## src/rtl/alu_sequencer_if.sv

```systemverilog
// Handshake and ALU-facing bus of the ALU sequencer.
// The slave side is the sequencer; the master side is the control unit and register file together with the ALU.
interface alu_sequencer_if #(
  parameter int wordSize = 32
);
  logic                    start;
  logic [4:0]              opcode;
  logic [wordSize-1:0]     ra_data;
  logic [wordSize-1:0]     rb_data;
  logic [2*wordSize-1:0]   alu_C;
  logic [wordSize-1:0]     alu_A;
  logic [wordSize-1:0]     alu_B;
  logic [4:0]              alu_opcode;
  logic [wordSize-1:0]     lo_out;
  logic [wordSize-1:0]     hi_out;
  logic                    lo_we;
  logic                    hi_we;
  logic                    busy;
  logic                    done;
  logic                    err;
  logic [15:0]             op_count;

  modport slave (
    input  start, opcode, ra_data, rb_data, alu_C,
    output alu_A, alu_B, alu_opcode, lo_out, hi_out,
           lo_we, hi_we, busy, done, err, op_count
  );

  modport master (
    output start, opcode, ra_data, rb_data, alu_C,
    input  alu_A, alu_B, alu_opcode, lo_out, hi_out,
           lo_we, hi_we, busy, done, err, op_count
  );
endinterface

```

## src/rtl/alu_sequencer.sv

```systemverilog
// Multi-cycle ALU sequencer. It latches a request, waits an opcode-dependent number of cycles,
// and writes the result into the HI/LO registers it owns.
module alu_sequencer #(
  parameter int wordSize   = 32,
  parameter int MUL_CYCLES = 4,
  parameter int DIV_CYCLES = 8
) (
  input  logic           clk,
  input  logic           clr,
  alu_sequencer_if.slave bus
);
  localparam int CNT_MAX = (MUL_CYCLES > DIV_CYCLES) ? MUL_CYCLES : DIV_CYCLES;
  localparam int CNT_W   = $clog2(CNT_MAX + 1);
  localparam logic [4:0] OP_NOP = 5'd0;
  localparam logic [4:0] OP_MUL = 5'd3;
  localparam logic [4:0] OP_DIV = 5'd4;

  typedef enum logic [1:0] {S_IDLE, S_EXEC, S_WB, S_DONE} state_t;

  state_t              r_state;
  logic [4:0]          r_op;
  logic [CNT_W-1:0]    r_cnt;
  logic [wordSize-1:0] r_alu_a;
  logic [wordSize-1:0] r_alu_b;
  logic [4:0]          r_alu_op;
  logic [wordSize-1:0] r_lo;
  logic [wordSize-1:0] r_hi;
  logic                r_lo_we;
  logic                r_hi_we;
  logic                r_busy;
  logic                r_done;
  logic                r_err;
  logic [15:0]         r_op_count;

  logic             w_illegal;
  logic             w_div0;
  logic             w_skip;
  logic             w_wide;
  logic [CNT_W-1:0] w_load;

  assign w_illegal = bus.opcode > 5'd15;
  assign w_div0    = (bus.opcode == OP_DIV) && (bus.rb_data == '0);
  assign w_skip    = w_illegal || w_div0 || (bus.opcode == OP_NOP);
  // HI is written only by the double-width operations.
  assign w_wide    = (r_op == OP_MUL) || (r_op == OP_DIV);
  assign w_load    = (bus.opcode == OP_MUL) ? CNT_W'(MUL_CYCLES) :
                     (bus.opcode == OP_DIV) ? CNT_W'(DIV_CYCLES) : CNT_W'(1);

  // NOTE: every register is cleared by reset, so an abandoned operation leaves no trace.
  always_ff @(posedge clk or posedge clr) begin
    if (clr) begin
      r_state    <= S_IDLE;
      r_op       <= '0;
      r_cnt      <= '0;
      r_alu_a    <= '0;
      r_alu_b    <= '0;
      r_alu_op   <= '0;
      r_lo       <= '0;
      r_hi       <= '0;
      r_lo_we    <= 1'b0;
      r_hi_we    <= 1'b0;
      r_busy     <= 1'b0;
      r_done     <= 1'b0;
      r_err      <= 1'b0;
      r_op_count <= '0;
    end else begin
      // NOTE: non-blocking defaults make the strobes one cycle wide; the state arms below override them.
      r_lo_we <= 1'b0;
      r_hi_we <= 1'b0;
      r_done  <= 1'b0;
      case (r_state)
        S_IDLE: begin
          if (bus.start) begin
            r_alu_a <= bus.ra_data;
            r_alu_b <= bus.rb_data;
            r_op    <= bus.opcode;
            r_busy  <= 1'b1;
            if (w_skip) begin
              r_state    <= S_DONE;
              r_done     <= 1'b1;
              r_err      <= w_illegal || w_div0;
              r_op_count <= r_op_count + 16'd1;
            end else begin
              r_state  <= S_EXEC;
              r_alu_op <= bus.opcode;
              r_cnt    <= w_load;
            end
          end
        end
        S_EXEC: begin
          r_cnt <= r_cnt - CNT_W'(1);
          if (r_cnt == CNT_W'(1)) begin
            r_state <= S_WB;
            r_lo_we <= 1'b1;
            r_hi_we <= w_wide;
          end
        end
        S_WB: begin
          r_lo <= bus.alu_C[wordSize-1:0];
          if (w_wide) r_hi <= bus.alu_C[2*wordSize-1:wordSize];
          r_state    <= S_DONE;
          r_done     <= 1'b1;
          r_alu_op   <= '0;
          r_op_count <= r_op_count + 16'd1;
        end
        S_DONE: begin
          r_state <= S_IDLE;
          r_busy  <= 1'b0;
          r_err   <= 1'b0;
        end
        default: r_state <= S_IDLE;
      endcase
    end
  end

  assign bus.alu_A      = r_alu_a;
  assign bus.alu_B      = r_alu_b;
  assign bus.alu_opcode = r_alu_op;
  assign bus.lo_out     = r_lo;
  assign bus.hi_out     = r_hi;
  assign bus.lo_we      = r_lo_we;
  assign bus.hi_we      = r_hi_we;
  assign bus.busy       = r_busy;
  assign bus.done       = r_done;
  assign bus.err        = r_err;
  assign bus.op_count   = r_op_count;
endmodule

```

## src/flat_wrapper.sv

```systemverilog
// flat-port wrapper written by rule: the top's interface ports become plain ports
module alu_sequencer_flat 
#(
  parameter int wordSize   = 32,
  parameter int MUL_CYCLES = 4,
  parameter int DIV_CYCLES = 8
)
  (clk, clr, bus_start, bus_opcode, bus_ra_data, bus_rb_data, bus_alu_C, bus_alu_A, bus_alu_B, bus_alu_opcode, bus_lo_out, bus_hi_out, bus_lo_we, bus_hi_we, bus_busy, bus_done, bus_err, bus_op_count);
  alu_sequencer_if #(.wordSize(wordSize)) bus_i ();
  input  logic clk;
  input  logic clr;
  input wire logic [$bits(bus_i.start)-1:0] bus_start;
  input wire logic [$bits(bus_i.opcode)-1:0] bus_opcode;
  input wire logic [$bits(bus_i.ra_data)-1:0] bus_ra_data;
  input wire logic [$bits(bus_i.rb_data)-1:0] bus_rb_data;
  input wire logic [$bits(bus_i.alu_C)-1:0] bus_alu_C;
  output wire logic [$bits(bus_i.alu_A)-1:0] bus_alu_A;
  output wire logic [$bits(bus_i.alu_B)-1:0] bus_alu_B;
  output wire logic [$bits(bus_i.alu_opcode)-1:0] bus_alu_opcode;
  output wire logic [$bits(bus_i.lo_out)-1:0] bus_lo_out;
  output wire logic [$bits(bus_i.hi_out)-1:0] bus_hi_out;
  output wire logic [$bits(bus_i.lo_we)-1:0] bus_lo_we;
  output wire logic [$bits(bus_i.hi_we)-1:0] bus_hi_we;
  output wire logic [$bits(bus_i.busy)-1:0] bus_busy;
  output wire logic [$bits(bus_i.done)-1:0] bus_done;
  output wire logic [$bits(bus_i.err)-1:0] bus_err;
  output wire logic [$bits(bus_i.op_count)-1:0] bus_op_count;
  assign bus_i.start = bus_start;
  assign bus_i.opcode = bus_opcode;
  assign bus_i.ra_data = bus_ra_data;
  assign bus_i.rb_data = bus_rb_data;
  assign bus_i.alu_C = bus_alu_C;
  assign bus_alu_A = bus_i.alu_A;
  assign bus_alu_B = bus_i.alu_B;
  assign bus_alu_opcode = bus_i.alu_opcode;
  assign bus_lo_out = bus_i.lo_out;
  assign bus_hi_out = bus_i.hi_out;
  assign bus_lo_we = bus_i.lo_we;
  assign bus_hi_we = bus_i.hi_we;
  assign bus_busy = bus_i.busy;
  assign bus_done = bus_i.done;
  assign bus_err = bus_i.err;
  assign bus_op_count = bus_i.op_count;
  alu_sequencer #(.wordSize(wordSize), .MUL_CYCLES(MUL_CYCLES), .DIV_CYCLES(DIV_CYCLES)) u_core (.clk(clk), .clr(clr), .bus(bus_i));
endmodule
```

## config.mk

```make
export PLATFORM = sky130hd
export DESIGN_NAME = alu_sequencer_flat
export DESIGN_NICKNAME = d
export VERILOG_FILES = /design/src/rtl/alu_sequencer_if.sv /design/src/rtl/alu_sequencer.sv /design/src/flat_wrapper.sv
export SDC_FILE = /design/constraint.sdc
export NUM_CORES = 1
export LEC_CHECK = 0
export CAP_MARGIN = 20
export CORE_AREA = 2 2 123 125
export CTS_BUF_LIST = sky130_fd_sc_hd__clkbuf_8
export DETAILED_ROUTE_END_ITERATION = 16
export DIE_AREA = 0 0 125 127
export PLACE_DENSITY_LB_ADDON = 0.08
export SYNTH_ARGS = -nofsm -noshare
export SYNTH_HDL_FRONTEND = slang
export SYNTH_SLANG_ARGS = --single-unit
```

## constraint.sdc

```tcl
create_clock -name clk -period 8.5 [get_ports clk]
set_input_delay 1.7 -clock clk [delete_from_list [all_inputs] [get_ports clk]]
set_output_delay 1.7 -clock clk [all_outputs]
set_load 0.005 [all_outputs]
```

==> results.md, run 1 <==
Outcome:
- The flow ran to the end, and the final reports show no timing, DRC or antenna violations.

Synthesis:
- The mean area per synthesized cell is 14.6 um2.
- The synthesized net count is 603.
- For this run, the leading register cell type out of synthesis is sky130_fd_sc_hd__dfrtp_1.
- The count of flip-flops with a built-in enable after synthesis is 0.
- Ranked by instance count, the synthesized netlist is headed by sky130_fd_sc_hd__dfrtp_1, sky130_fd_sc_hd__mux2_2, sky130_fd_sc_hd__inv_1.
- Sequential cells were found to cover 61.3% of the synthesized design area.
- The fraction of synthesis flops using an asynchronous set or reset pin is 100%.
- The cell area that synthesis handed to floorplanning was 6740 um2.
- Counting flops and latches in the post-synthesis netlist gives 165.
- Yosys printed 0 warnings.
- Of all cell types, the one taking the most synthesized area is sky130_fd_sc_hd__dfrtp_1.
- In this run the biggest area consumer among cell types represents 61.3% of the synthesized area.
- In the post-synthesis netlist, the biggest area contributors are sky130_fd_sc_hd__dfrtp_1, sky130_fd_sc_hd__mux2_2, sky130_fd_sc_hd__xor2_1.
- The dominant cell by count in the synthesized netlist is sky130_fd_sc_hd__dfrtp_1.
- The number of different library cells used by synthesis comes to 49.
- The number of instances in the synthesized netlist is 460.

CTS:
- TritonCTS built the clock tree.
- The number of gates resized after CTS was 0.
- In this run the deepest clock path goes through 2 buffers.
- After clock tree synthesis, the clock-pin slew on the worst setup and hold paths is 0.08 ns.
- For this design, the sink count on the clock tree is 165.
- The number of buffers added for setup after CTS is 0.
- Buffers inserted to repair hold after CTS numbered 0.
- The deepest level of the CTS H-tree is 4.
- The root buffer selected by CTS is sky130_fd_sc_hd__clkbuf_8.
- In this run, CTS created clock tree buffers numbering 17.
- Clock latency on the worst-skew pair, taken at its later pin, is 0.44 ns.

Routing:
- The DRC violation total after the first TritonRoute iteration is 212.
- The post-detailed-route wirelength per cell is 17.9 um.
- The pre-antenna-repair detailed-routing pass consisted of 4 iterations.
- The highest metal layer with signal wires is met4.
- The detail route stage leaves a number of antenna-violating nets equal to 0.
- The met3 layer wire length in the routed design is 1420 um.
- After detailed routing, the wire length on met1 is 6660 um.
- The total length of routed met2 wires is 8440 um.
- The routed wire length is 17,000 um.
- Using the TritonRoute via totals, the vias-per-cell ratio works out to 5.07.
- For this run, design rule violations remaining after detail routing come to 0.
- The detailed-route via count is 4,819.

Worst setup path:
- The register-to-register setup slack is 5.82 ns.
- The worst setup path is launched from a primary input.
- The data required time of the critical path is 8.82 ns.
- The terminus of the critical flop-to-flop path is u_core.bus.op_count[15].
- The signal on the critical path passes through clkdlybuf4s50_1, nor4_1, nand4_1, o31ai_4, o41a_1, a21oi_1, a311o_1.
- The master of the slowest instance on the critical path is sky130_fd_sc_hd__clkdlybuf4s50_1.
- Of all nets on the critical path, the largest fanout is 6.
- The startpoint of the most critical register-to-register path is u_core.r_state[0].
- STA classifies the critical path endpoint as a flip-flop.
- The path type of the worst setup path is in -> reg.
- The maximum single-stage delay on the critical path is 0.43 ns.
- Data arrives at the worst endpoint at 3.88 ns.
- Measured in cells, the most critical reg-to-reg path has a length of 7.

STA:
- The setup violation total in the final timing report is 0.
- The final period demand of the worst path is 3.56 ns.
- Setup repair after global routing left no endpoint under its margin.
- The final clock period utilization by the worst path is 41.9%.
- Measured against its own limit, the worst slew margin works out to 36.0%.
- The maximum operating frequency is 281 MHz.
- The transition time at the pin with the least slew margin is 0.959 ns.
- The setup TNS after final layout is 0 ns.
- The number of pins exceeding their max-slew limit in the final report is 0.
- The final number of hold-violating endpoints is 0.
- Between clock sinks in the finished design, the worst skew comes to 0.00933 ns.

Worst hold path:
- The class of the worst hold path is reg -> reg.
- The startpoint of the tightest hold check path is u_core.bus.op_count[15].
- The sink of the worst hold path is u_core.bus.op_count[15].
- The hold path depth is 1.

Place:
- At the end of routability-driven placement, the weighted congestion stood at 0.786.
- The HPWL after detailed placement is 12,500 um.
- In this run the tool buffered the top-level ports with 289 buffer cells.
- The placed instances occupy a cell area of 9820 um2.
- Counting tap cells, the placed design contains a total of 919 instances.

Floorplanning:
- In this run the standard cell core region covers 14,400 um2.
- The floorplan die height is 127 um.
- The die width is 125 um.
- Once the floorplan was initialized, standard cells occupied 46.7% of the core.
- 290 I/O pins were placed.
- After floorplanning, the core was divided into 44 placement rows.
- The floorplan die area is 15,900 um2.

Power:
- The total power divided by cell area is 341 nW/um2.
- The worst-case IR drop observed on VDD is 174 uV.
- The static power due to leakage is 0.00425 uW.

Global routing:
- The total global routing overflow is 0.
- The number of global-route vias before repair is 5,296.
- The initial antenna violation count is 0.
- Entering global routing, the biggest net connects 89 pins.
- For this run, the total global-route usage over all layers was measured as 21.9%.
- The first-pass GRT wire length is 27,400 um.

Cells and area:
- The filler cell count is 1,034.
- For this run, the post-layout net count is 897.
- The number of standard cells in the final layout excluding fillers is 950.
- The number of antenna cells inserted is 0.
- Cells with a size suffix above 1 make up 23.6% of the layout.
- The layout overhead on the synthesized area is 51.5%.
- After routing the design area is 10,200 um2.

Flow run:
- Max-cap violations in this run came to 0.
-- power by group --
part           total [uW]  leakage [uW]  internal [uW]  switching, uW
Sequential           1360       0.00198           1160            208
Combinational        1560       0.00206           1030            524
Clock                 559      0.000212            291            268
-- sequential cells by signal (all words and copies together) (netlist names) --
register / count
u_core.bus.hi_out: 32
u_core.bus.op_count: 16
u_core.bus.lo_out: 32
u_core.bus.lo_we: 1
u_core.bus.done: 1
u_core.r_cnt: 4
u_core.bus.hi_we: 1
u_core.bus.alu_A: 32
u_core.bus.alu_opcode: 5
u_core.bus.err: 1
u_core.bus.busy: 1
u_core.r_op: 5
u_core.bus.alu_B: 32
u_core.r_state: 2
-- cells by family after synthesis --
kind of cell    count (synthesis)  share of synthesized area (%)
fa+ha+maj                       7                           1.30
xor+xnor                       15                           1.95
buf+inv                        30                           1.78
simple gates                   76                           7.26
flops                         165                           61.3
compound gates                 33                           4.03
mux                           134                           22.4
-- placed cells by master (no fill, tap or decap), types with 2 or more instances in the layout --
cell	netlist	final
sky130_fd_sc_hd__clkdlybuf4s50_1	0	289
sky130_fd_sc_hd__dfrtp_1	165	165
sky130_fd_sc_hd__mux2_2	133	133
sky130_fd_sc_hd__clkbuf_8	0	18
sky130_fd_sc_hd__inv_1	13	15
sky130_fd_sc_hd__nor4_1	12	12
sky130_fd_sc_hd__xor2_1	12	12
sky130_fd_sc_hd__nand2_1	11	11
sky130_fd_sc_hd__nand3_1	9	9
sky130_fd_sc_hd__nor2_1	8	8
sky130_fd_sc_hd__o21ai_0	7	7
sky130_fd_sc_hd__ha_1	7	6
sky130_fd_sc_hd__a21oi_1	5	5
sky130_fd_sc_hd__nor3_1	5	5
sky130_fd_sc_hd__clkinv_2	0	5
sky130_fd_sc_hd__nor3b_1	4	4
sky130_fd_sc_hd__and2_1	4	4
sky130_fd_sc_hd__o2bb2ai_1	4	4
sky130_fd_sc_hd__nand4_1	3	3
sky130_fd_sc_hd__nor4b_2	3	3
sky130_fd_sc_hd__xnor2_1	3	3
sky130_fd_sc_hd__nor3_2	3	3
sky130_fd_sc_hd__a22o_1	3	3
sky130_fd_sc_hd__bufinv_16	0	3
sky130_fd_sc_hd__buf_4	0	3
sky130_fd_sc_hd__nor2b_1	2	2
sky130_fd_sc_hd__and3_1	2	2
sky130_fd_sc_hd__nand3b_1	2	2
-- metrics by stage --
step	hold slack (ns)	utilization, %	power, uW	setup slack, ns
after floorplan	0.451	-	2020	2.34
after global placement	0.464	68.1	2890	4.60
after detailed placement	0.461	68.1	2950	4.50
after CTS	0.480	70.8	3520	4.97
after global routing	0.504	70.8	3700	4.85
final	0.483	70.8	3480	4.94
-- worst max path at each step --
stage | start | end | slack, ns
finish | bus_rb_data[26] | u_core.r_cnt[2] | 4.94
global route | bus_rb_data[26] | u_core.r_cnt[2] | 4.85
CTS | bus_rb_data[26] | u_core.r_cnt[2] | 4.97
detailed placement | bus_rb_data[26] | u_core.r_cnt[2] | 4.50
global placement | bus_rb_data[5] | u_core.r_cnt[2] | 4.60
floorplan | clr | u_core.bus.alu_A[0] | 2.34
-- cell type report --
cell class | count | area [um2] | area share [%]
multi-input combinational | 265 | 2490 | 24.4
clock buffer | 18 | 248 | 2.43
clock inverter | 13 | 143 | 1.40
inverter | 13 | 53.8 | 0.527
timing repair buffer | 292 | 2920 | 28.6
sequential | 165 | 4130 | 40.4
tap | 184 | 230 | 2.26
-- worst max-delay path: cells and delay by family --
kind / cells / cell delay, ns
compound gates: 4 / 1.05
simple gates: 2 / 0.69
buf+inv: 1 / 0.43
-- metal layers --
| metal | vias to the layer above | global-route usage [%] |
|---|---|---|
| met3 | 32 | 7.96 |
| met1 | 2357 | 24.8 |
| li1 | 2226 | - |
| met5 | - | 0 |
| met2 | 204 | 37.5 |
| met4 | 0 | 9.48 |
No activity file was read; power rests on OpenSTA's default activity.
==> run 2: changes to the inputs <==
CORE_AREA = 2 2 133 135   (was 2 2 123 125)
DIE_AREA = 0 0 135 137   (was 0 0 125 127)
clock period = 2.9 ns   (was 8.5 ns; I/O delays follow)
==> run 2 against run 1 <==
  * Cell area grew 1.6%
  * Final cell count grew 5.4%
  * Via count grew 0.87%
  * Global-route usage shrank 2.9 points
  * Largest cell class unchanged
==> results.md, run 2 (synthesis results as in run 1) <==
CTS:
- The post-cts hold buffer count is 0 (unchanged).
- The TritonCTS clock tree is yes (unchanged).
- The number of buffers added for setup after CTS came to 0 (unchanged).
- The clock sink count came to 165 (unchanged).
- The root buffer selected by CTS is sky130_fd_sc_hd__clkbuf_8 (unchanged).
- The clock transition at the registers of the reported paths is 0.08 ns (about the same).
- The clock tree buffer depth came to 2 (unchanged).
- The number of buffers inserted during clock tree synthesis is 17 (unchanged).
- The post-cts gate resize count is 0 (unchanged).
- The deepest level of the CTS H-tree is 4 (unchanged).
- The clock latency on the worst-skew pair is 0.44 ns (about the same).

Routing:
- The DRC violation total after the first TritonRoute iteration was 111 (was 212).
- The routed wire length is 17,300 um (was 17,000 um).
- The detailed-route vias per instance is 4.86 (was 5.07).
- The routed length on met1 is 6720 um (was 6660 um).
- The detailed-route DRC error count is 0 (unchanged).
- The total length of routed met2 wires is 8680 um (was 8440 um).
- The detailed-route via count is 4,861 (was 4,819).
- The met3 layer wire length in the routed design is 1590 um (was 1420 um).
- The post-detailed-route wirelength per cell is 17.2 um (was 17.9 um).
- The first-pass detailed-route iteration total is 4 (unchanged).
- The highest metal layer with signal wires is met4 (unchanged).
- The number of antenna-violating nets in the routed design is 0 (unchanged).

Global routing:
- The overall routing resource usage is 19.0% (was 21.9%).
- The pin count of the biggest net entering global routing is 73 (was 89).
- The initial antenna violation count is 1 (was 0).
- The total global routing overflow is 0 (unchanged).
- The first-pass GRT wire length is 26,900 um (was 27,400 um).
- The number of global-route vias before repair is 5,150 (was 5,296).

STA:
- The final number of hold-violating endpoints was 0 (unchanged).
- The setup violation total in the final timing report is 0 (unchanged).
- The worst relative slew slack is 52.5% (was 36.0%).
- The final clock period utilization by the worst path is 82.2%.
- The final clock skew was 0.00972 ns (was 0.00933 ns).
- The transition time at the pin with the least slew margin is 0.706 ns (was 0.959 ns).
- The number of pins exceeding their max-slew limit in the final report is 0 (unchanged).
- Unrepaired setup endpoints after global routing: no (unchanged).
- The final period demand of the worst path is 2.38 ns.
- The maximum operating frequency is 420 MHz.
- The worst hold-check slack was 0.471 ns (was 0.483 ns).

Worst setup path:
- The maximum single-stage delay on the critical path is 0.43 ns (about the same).
- The worst path arrival time is 2.72 ns (was 3.88 ns).
- The kind of start point of the critical path is a primary input (unchanged).
- The top cell family by delay on the critical path is compound AO/OA/AOI/OAI gates (unchanged).
- The worst-path maximum fanout was 4 (was 6).
- The instance count on the critical path is 7 (unchanged).
- The terminus of the critical flop-to-flop path was u_core.bus.op_count[6] (was u_core.bus.op_count[15]).
- The endpoint kind of the worst setup timing path is a flip-flop (unchanged).
- The master of the slowest instance on the critical path is sky130_fd_sc_hd__clkdlybuf4s50_1 (unchanged).
- CP cell instances: clkdlybuf4s50_1, nor4_1, nand4_1, o31ai_4, o41a_1, a21oi_1, a311o_1 (unchanged).
- The startpoint of the most critical register-to-register path is u_core.r_state[0] (unchanged).
- The sum of buffers and inverters on the critical path is 1 (unchanged).
- The number of cells traversed by the worst register-to-register path was 8 (was 7).
- The path type of the worst setup path is in -> reg (unchanged).
- The data required time of the critical path was 3.23 ns (was 8.82 ns).
- The register-to-register setup slack is 0.75 ns (was 5.82 ns).

Floorplanning:
- The count of boundary I/O pins is 290 (unchanged).
- The floorplan die height is 137 um (was 127 um).
- The number of core rows is 48 (was 44).
- The floorplan die area is 18,500 um2 (was 15,900 um2).
- The die width is 135 um (was 125 um).
- The initial core utilization is 39.5% (was 46.7%).
- The placeable core area came to 17,100 um2 (was 14,400 um2).

Power:
- The switching share of power is 29.2% (was 28.7%).
- The total power divided by cell area is 982 nW/um2 (was 341 nW/um2).
- The worst IR drop on VDD is 432 uV (was 174 uV).
- The sequential fraction of design power is 39.2% (about the same).
- The power after layout is 10,200 uW (was 3480 uW).
- The clock group share of total power is 15.6% (was 16.1%).
- The internal power component is 7210 uW (was 2480 uW).
- The switching power total came to 2970 uW (was 1000 uW).
- The static power due to leakage was 0.00430 uW (was 0.00425 uW).
- The combinational fraction of design power is 45.2% (was 44.7%).

Cells and area:
- Most used cells in the layout excluding fill and tap cells: sky130_fd_sc_hd__clkdlybuf4s50_1, sky130_fd_sc_hd__dfrtp_1, sky130_fd_sc_hd__mux2_2 (unchanged).
- The ratio of cells with drive above 1 in the final layout is 24.4% (was 23.6%).
- The final non-filler cell area is 10,400 um2 (was 10,200 um2).
- The layout overhead on the synthesized area came to 54.0% (was 51.5%).
- The filler cell count came to 1,387 (was 1,034).
- The final cell utilization of the core is 60.8% (was 70.8%).
- The number of nets at the end of the flow is 905 (was 897).
- The most common cell after layout, fill and taps aside is sky130_fd_sc_hd__clkdlybuf4s50_1 (unchanged).
- The number of standard cells in the final layout excluding fillers came to 1,001 (was 950).

Place:
- The final weighted congestion of routability-driven global placement came to 0.795 (was 0.786).
- The count of port buffers added during placement was 289 (unchanged).
- The placed cell area is 9990 um2 (was 9820 um2).
- The total half-perimeter wirelength after legalization and detailed placement is 13,100 um (was 12,500 um).
- The total placed cells including tap cells is 968 (was 919).

Worst hold path:
- The class of the worst hold path is reg -> reg (unchanged).
- The startpoint of the tightest hold check path is u_core.bus.op_count[15] (unchanged).
- The hold path depth came to 1 (unchanged).
- The sink of the worst hold path is u_core.bus.op_count[15] (unchanged).

Flow run:
- The max capacitance violation total came to 0 (unchanged).

Outcome:
- Status: finished, final reports clean (unchanged).
## run 2: cell types whose count changed in the layout (fill, tap and decap cells not counted)
cell | previous run | this run
sky130_fd_sc_hd__buf_12 | 0 | 5
sky130_fd_sc_hd__buf_4 | 3 | 6
sky130_fd_sc_hd__bufinv_16 | 3 | 2
sky130_fd_sc_hd__clkbuf_8 | 18 | 17
sky130_fd_sc_hd__clkinv_2 | 5 | 2
sky130_fd_sc_hd__clkinv_4 | 1 | 4
sky130_fd_sc_hd__clkinvlp_4 | 1 | 3
sky130_fd_sc_hd__diode_2 | 0 | 1
sky130_fd_sc_hd__inv_1 | 15 | 16
## run 2: metrics by stage
step	TNS, ns	setup WS, ns
floorplan	0	0.221
global route	0	0.382
global placement	0	0.0742
detailed placement	-0.124	-0.0584
finish	0	0.517
CTS	0	0.441
## run 2: layout make-up
class	instances	area [um2]	area share, %
clock buffer	17	234	2.26
timing repair buffer	300	3040	29.3
antenna	1	2.50	0.0241
sequential	165	4130	39.8
multi-input combinational	265	2490	24.0
clock inverter	15	144	1.39
inverter	13	52.6	0.507
tap	225	282	2.71
## run 2: worst register-to-register path, stage by stage, from the launching register on
cell                      delay (ns)
sky130_fd_sc_hd__dfrtp_1        0.42
sky130_fd_sc_hd__inv_1          0.11
sky130_fd_sc_hd__ha_2           0.43
sky130_fd_sc_hd__nand2_1        0.20
sky130_fd_sc_hd__a22oi_4        0.23
sky130_fd_sc_hd__nand2_4        0.14
sky130_fd_sc_hd__buf_4          0.19
sky130_fd_sc_hd__nor3b_2        0.20
sky130_fd_sc_hd__xor2_1         0.16
## run 2: power by group through the flow
| stage | combinational [uW] | sequential, uW | clock (uW) |
|---|---|---|---|
| after floorplan | 1850 | 4070 | 0 |
| after global placement | 4580 | 3970 | 0 |
| after detailed placement | 4670 | 4040 | 0 |
| after CTS | 4680 | 4000 | 1640 |
| after global routing | 4960 | 4130 | 1740 |
| final | 4600 | 3990 | 1590 |
## run 2: worst max-delay path by stage
stage / from / to / slack [ns]
6_report: bus_rb_data[26] / u_core.r_cnt[2] / 0.52
3_5_place_dp: bus_rb_data[26] / u_core.r_cnt[2] / -0.06
2_1_floorplan: clr / u_core.bus.alu_A[0] / 0.22
3_3_place_gp: bus_rb_data[26] / u_core.r_cnt[2] / 0.07
5_1_grt: bus_rb_data[5] / u_core.r_cnt[2] / 0.38
4_1_cts: bus_rb_data[26] / u_core.r_cnt[2] / 0.44
## run 2: metal layers
layer | global-route usage [%] | vias to the layer above
li1 | - | 2251
met1 | 21.5 | 2392
met2 | 32.9 | 202
met4 | 6.83 | 0
met5 | 0 | -
met3 | 7.04 | 16
==> run 3: changes to the inputs <==
CORE_AREA = 2 2 127 129   (was 2 2 133 135)
DIE_AREA = 0 0 129 131   (was 0 0 135 137)
clock period = 2.2 ns   (was 2.9 ns; I/O delays follow)
==> run 3 against run 2 <==
  * Sequential share of layout area shrank 0.32 points
  * Power up 31%
  * Via count up 0.62%
  * Critical path depth rose by 1
  * Largest power group unchanged
  * Critical path type unchanged
  * Final cell count up 0.60%
  * Sequential power is 32% higher
  * Register-to-register slack worse by 0.64 ns
  * Global-route usage increased by 2.0 points
  * Routed wire length barely moved
==> results.md, run 3 (synthesis results as in run 1) <==
Power:
- The switching share of power is 29.1% (was 29.2%).
- The static power due to leakage is 0.00437 uW (was 0.00430 uW).
- The sequential fraction of design power is 39.4% (was 39.2%).
- The combinational fraction of design power is 45.8% (was 45.2%).
- The internal power component is 9490 uW (was 7210 uW).
- The switching power total is 3890 uW (was 2970 uW).
- The worst IR drop on VDD is 722 uV (was 432 uV).
- The total power divided by cell area is 1280 nW/um2 (was 982 nW/um2).
- The power after layout is 13,400 uW (was 10,200 uW).
- The clock group share of total power is 14.8% (was 15.6%).

Worst setup path:
- The worst path arrival time came to 2.43 ns (was 2.72 ns).
- The maximum single-stage delay on the critical path is 0.43 ns (about the same).
- CP cell instances: clkdlybuf4s50_1, nor4_2, buf_4, nand4_1, o31ai_4, o41a_1, a21oi_1, a311o_1 (was clkdlybuf4s50_1, nor4_1, nand4_1, o31ai_4, o41a_1, a21oi_1, a311o_1).
- The path type of the worst setup path is in -> reg (unchanged).
- The top cell family by delay on the critical path is compound AO/OA/AOI/OAI gates (unchanged).
- The sum of buffers and inverters on the critical path is 2 (was 1).
- The master of the slowest instance on the critical path is sky130_fd_sc_hd__clkdlybuf4s50_1 (unchanged).
- The worst-path maximum fanout is 6 (was 4).
- The kind of start point of the critical path is a primary input (unchanged).
- The data required time of the critical path is 2.54 ns (was 3.23 ns).
- The endpoint kind of the worst setup timing path is a flip-flop (unchanged).

CTS:
- The TritonCTS clock tree is yes (unchanged).
- The clock transition at the registers of the reported paths is 0.08 ns (about the same).
- The root buffer selected by CTS is sky130_fd_sc_hd__clkbuf_8 (unchanged).
- The clock latency on the worst-skew pair came to 0.45 ns (was 0.44 ns).
- The post-cts hold buffer count is 0 (unchanged).
- The number of buffers inserted during clock tree synthesis is 17 (unchanged).
- The deepest level of the CTS H-tree is 4 (unchanged).
- The clock tree buffer depth is 2 (unchanged).
- The clock sink count is 165 (unchanged).

STA:
- The final clock skew is 0.0108 ns (was 0.00972 ns).
- After layout, the worst path uses 95.4% of the clock period.
- The worst relative slew slack is 53.1% (was 52.5%).
- The setup TNS after final layout is 0 ns (unchanged).
- Derived from the worst setup path, the maximum achievable clock frequency is 476 MHz.
- The final number of hold-violating endpoints came to 0 (unchanged).
- The transition time at the pin with the least slew margin is 0.703 ns (was 0.706 ns).
- The setup violation total in the final timing report is 0 (unchanged).
- The number of pins exceeding their max-slew limit in the final report is 0 (unchanged).
- Unrepaired setup endpoints after global routing: yes (was no).
- The worst path in the final design needs a cycle of 2.10 ns, including I/O delays and setup.

Cells and area:
- The number of antenna cells inserted is 0 (was 1).
- The layout overhead on the synthesized area was 55.2% (was 54.0%).
- The final non-filler cell area is 10,500 um2 (was 10,400 um2).
- Most used cells in the layout excluding fill and tap cells: sky130_fd_sc_hd__clkdlybuf4s50_1, sky130_fd_sc_hd__dfrtp_1, sky130_fd_sc_hd__mux2_2 (unchanged).
- The filler cell count is 1,204 (was 1,387).
- The number of standard cells in the final layout excluding fillers is 1,007 (was 1,001).
- The number of nets at the end of the flow was 923 (was 905).
- The ratio of cells with drive above 1 in the final layout is 26.5% (was 24.4%).
- The most common cell after layout, fill and taps aside is sky130_fd_sc_hd__clkdlybuf4s50_1 (unchanged).

Routing:
- The DRC violation total after the first TritonRoute iteration is 140 (was 111).
- The detailed-route DRC error count is 0 (unchanged).
- The first-pass detailed-route iteration total came to 4 (unchanged).
- The number of antenna-violating nets in the routed design is 0 (unchanged).
- The post-detailed-route wirelength per cell was 17.1 um (was 17.2 um).
- The routed wire length is 17,300 um (about the same).
- The detailed-route vias per instance came to 4.86 (about the same).
- The detailed-route via count is 4,891 (was 4,861).

Global routing:
- The number of global-route vias before repair is 5,239 (was 5,150).
- The met3 routing resource usage after global routing was 9.12% (was 7.04%).
- The met2 global-route usage came to 35.8% (was 32.9%).
- The overall routing resource usage is 21.0% (was 19.0%).
- The initial antenna violation count was 0 (was 1).
- The most used routing layer in global routing is met2 (unchanged).
- The met1 global-route usage was 23.7% (was 21.5%).
- The pin count of the biggest net entering global routing is 79 (was 73).
- The first-pass GRT wire length is 27,000 um (was 26,900 um).
- The total global routing overflow is 0 (unchanged).

Worst hold path:
- The class of the worst hold path is reg -> reg (unchanged).

Floorplanning:
- The floorplan die area is 16,900 um2 (was 18,500 um2).
- The initial core utilization is 43.2% (was 39.5%).
- The placeable core area is 15,600 um2 (was 17,100 um2).
- The die width is 129 um (was 135 um).
- The number of core rows is 46 (was 48).
- The count of boundary I/O pins is 290 (unchanged).
- The floorplan die height was 131 um (was 137 um).

Place:
- The total half-perimeter wirelength after legalization and detailed placement came to 13,200 um (was 13,100 um).
- The final weighted congestion of routability-driven global placement is 0.803 (was 0.795).
- The placed cell area is 10,100 um2 (was 9990 um2).
- The count of port buffers added during placement is 289 (unchanged).
- The total placed cells including tap cells came to 976 (was 968).

Outcome:
- Status: finished, final reports clean (unchanged).

Flow run:
- The max capacitance violation total is 0 (unchanged).
[run 3: cell types whose count changed in the layout (fill, tap and decap cells not counted), moves of 3 or more]
cell                       previous run  this run
sky130_fd_sc_hd__buf_12               5         2
sky130_fd_sc_hd__buf_4                6        26
sky130_fd_sc_hd__clkinv_4             4         1
sky130_fd_sc_hd__nor4_1              12         9
sky130_fd_sc_hd__nor4_2               0         3
[run 3: power by group through the flow]
| stage | sequential (uW) | combinational [uW] | clock (uW) |
|---|---|---|---|
| 2_1_floorplan | 5360 | 2430 | 0 |
| 3_3_place_gp | 5260 | 6060 | 0 |
| 3_5_place_dp | 5350 | 6190 | 0 |
| 4_1_cts | 5290 | 6230 | 2050 |
| 5_1_grt | 5470 | 6640 | 2190 |
| 6_report | 5270 | 6130 | 1980 |
[run 3: through the flow]
stage	hold slack, ns	utilization [%]	setup slack, ns
global route	0.504	67.0	-0.0104
global placement	0.461	64.6	-0.452
detailed placement	0.488	64.6	-0.505
CTS	0.499	66.8	0.0341
finish	0.491	67.0	0.101
floorplan	0.451	-	-0.339
[run 3: timing repair]
action | CTS | global route
pin swaps | 0 | 4
resized for setup | 1 | 4
setup buffers | 0 | 1
setup endpoints to repair | 1 | 14
[run 3: cell type report]
class	instances	area [um2]	share of cell area, %
Sequential cell	165	4130	39.5
Timing Repair Buffer	318	3140	30.0
Multi-Input combinational cell	265	2510	24.1
Tap cell	216	270	2.58
Clock buffer	19	262	2.50
Clock inverter	11	88.8	0.850
Inverter	13	52.6	0.503
[run 3: worst paths after layout]
| path | from | endpoint | slack, ns | depth (start not counted) |
|---|---|---|---|---|
| worst max-delay path | bus_rb_data[29] | u_core.r_cnt[2] | 0.10 | 8 |
| worst min-delay path | u_core.bus.op_count[15] | u_core.bus.op_count[15] | 0.49 | 1 |
| worst max register to register | u_core.r_state[0] | u_core.bus.op_count[1] | 0.11 | 8 |
| worst min register to register | u_core.bus.op_count[15] | u_core.bus.op_count[15] | 0.49 | 1 |
| max in group asynchronous | clr | u_core.bus.hi_out[28] | 1.07 | 3 |
| min in group asynchronous | clr | u_core.r_op[3] | 0.51 | 3 |
[run 3: routing by layer]
layer | up-vias | wire length (um)
met5 | - | 0
met3 | 23 | 1540
met4 | 0 | 361
li1 | 2288 | -
met1 | 2393 | 6580
met2 | 187 | 8770
[run 3: worst register-to-register path: stages, from the launching register on]
cell                       delay (ns)
sky130_fd_sc_hd__dfrtp_1         0.42
sky130_fd_sc_hd__inv_1           0.10
sky130_fd_sc_hd__ha_1            0.17
sky130_fd_sc_hd__inv_1           0.12
sky130_fd_sc_hd__a211oi_2        0.39
sky130_fd_sc_hd__o21ai_2         0.15
sky130_fd_sc_hd__nand2_4         0.16
sky130_fd_sc_hd__buf_4           0.15
sky130_fd_sc_hd__mux2_2          0.33
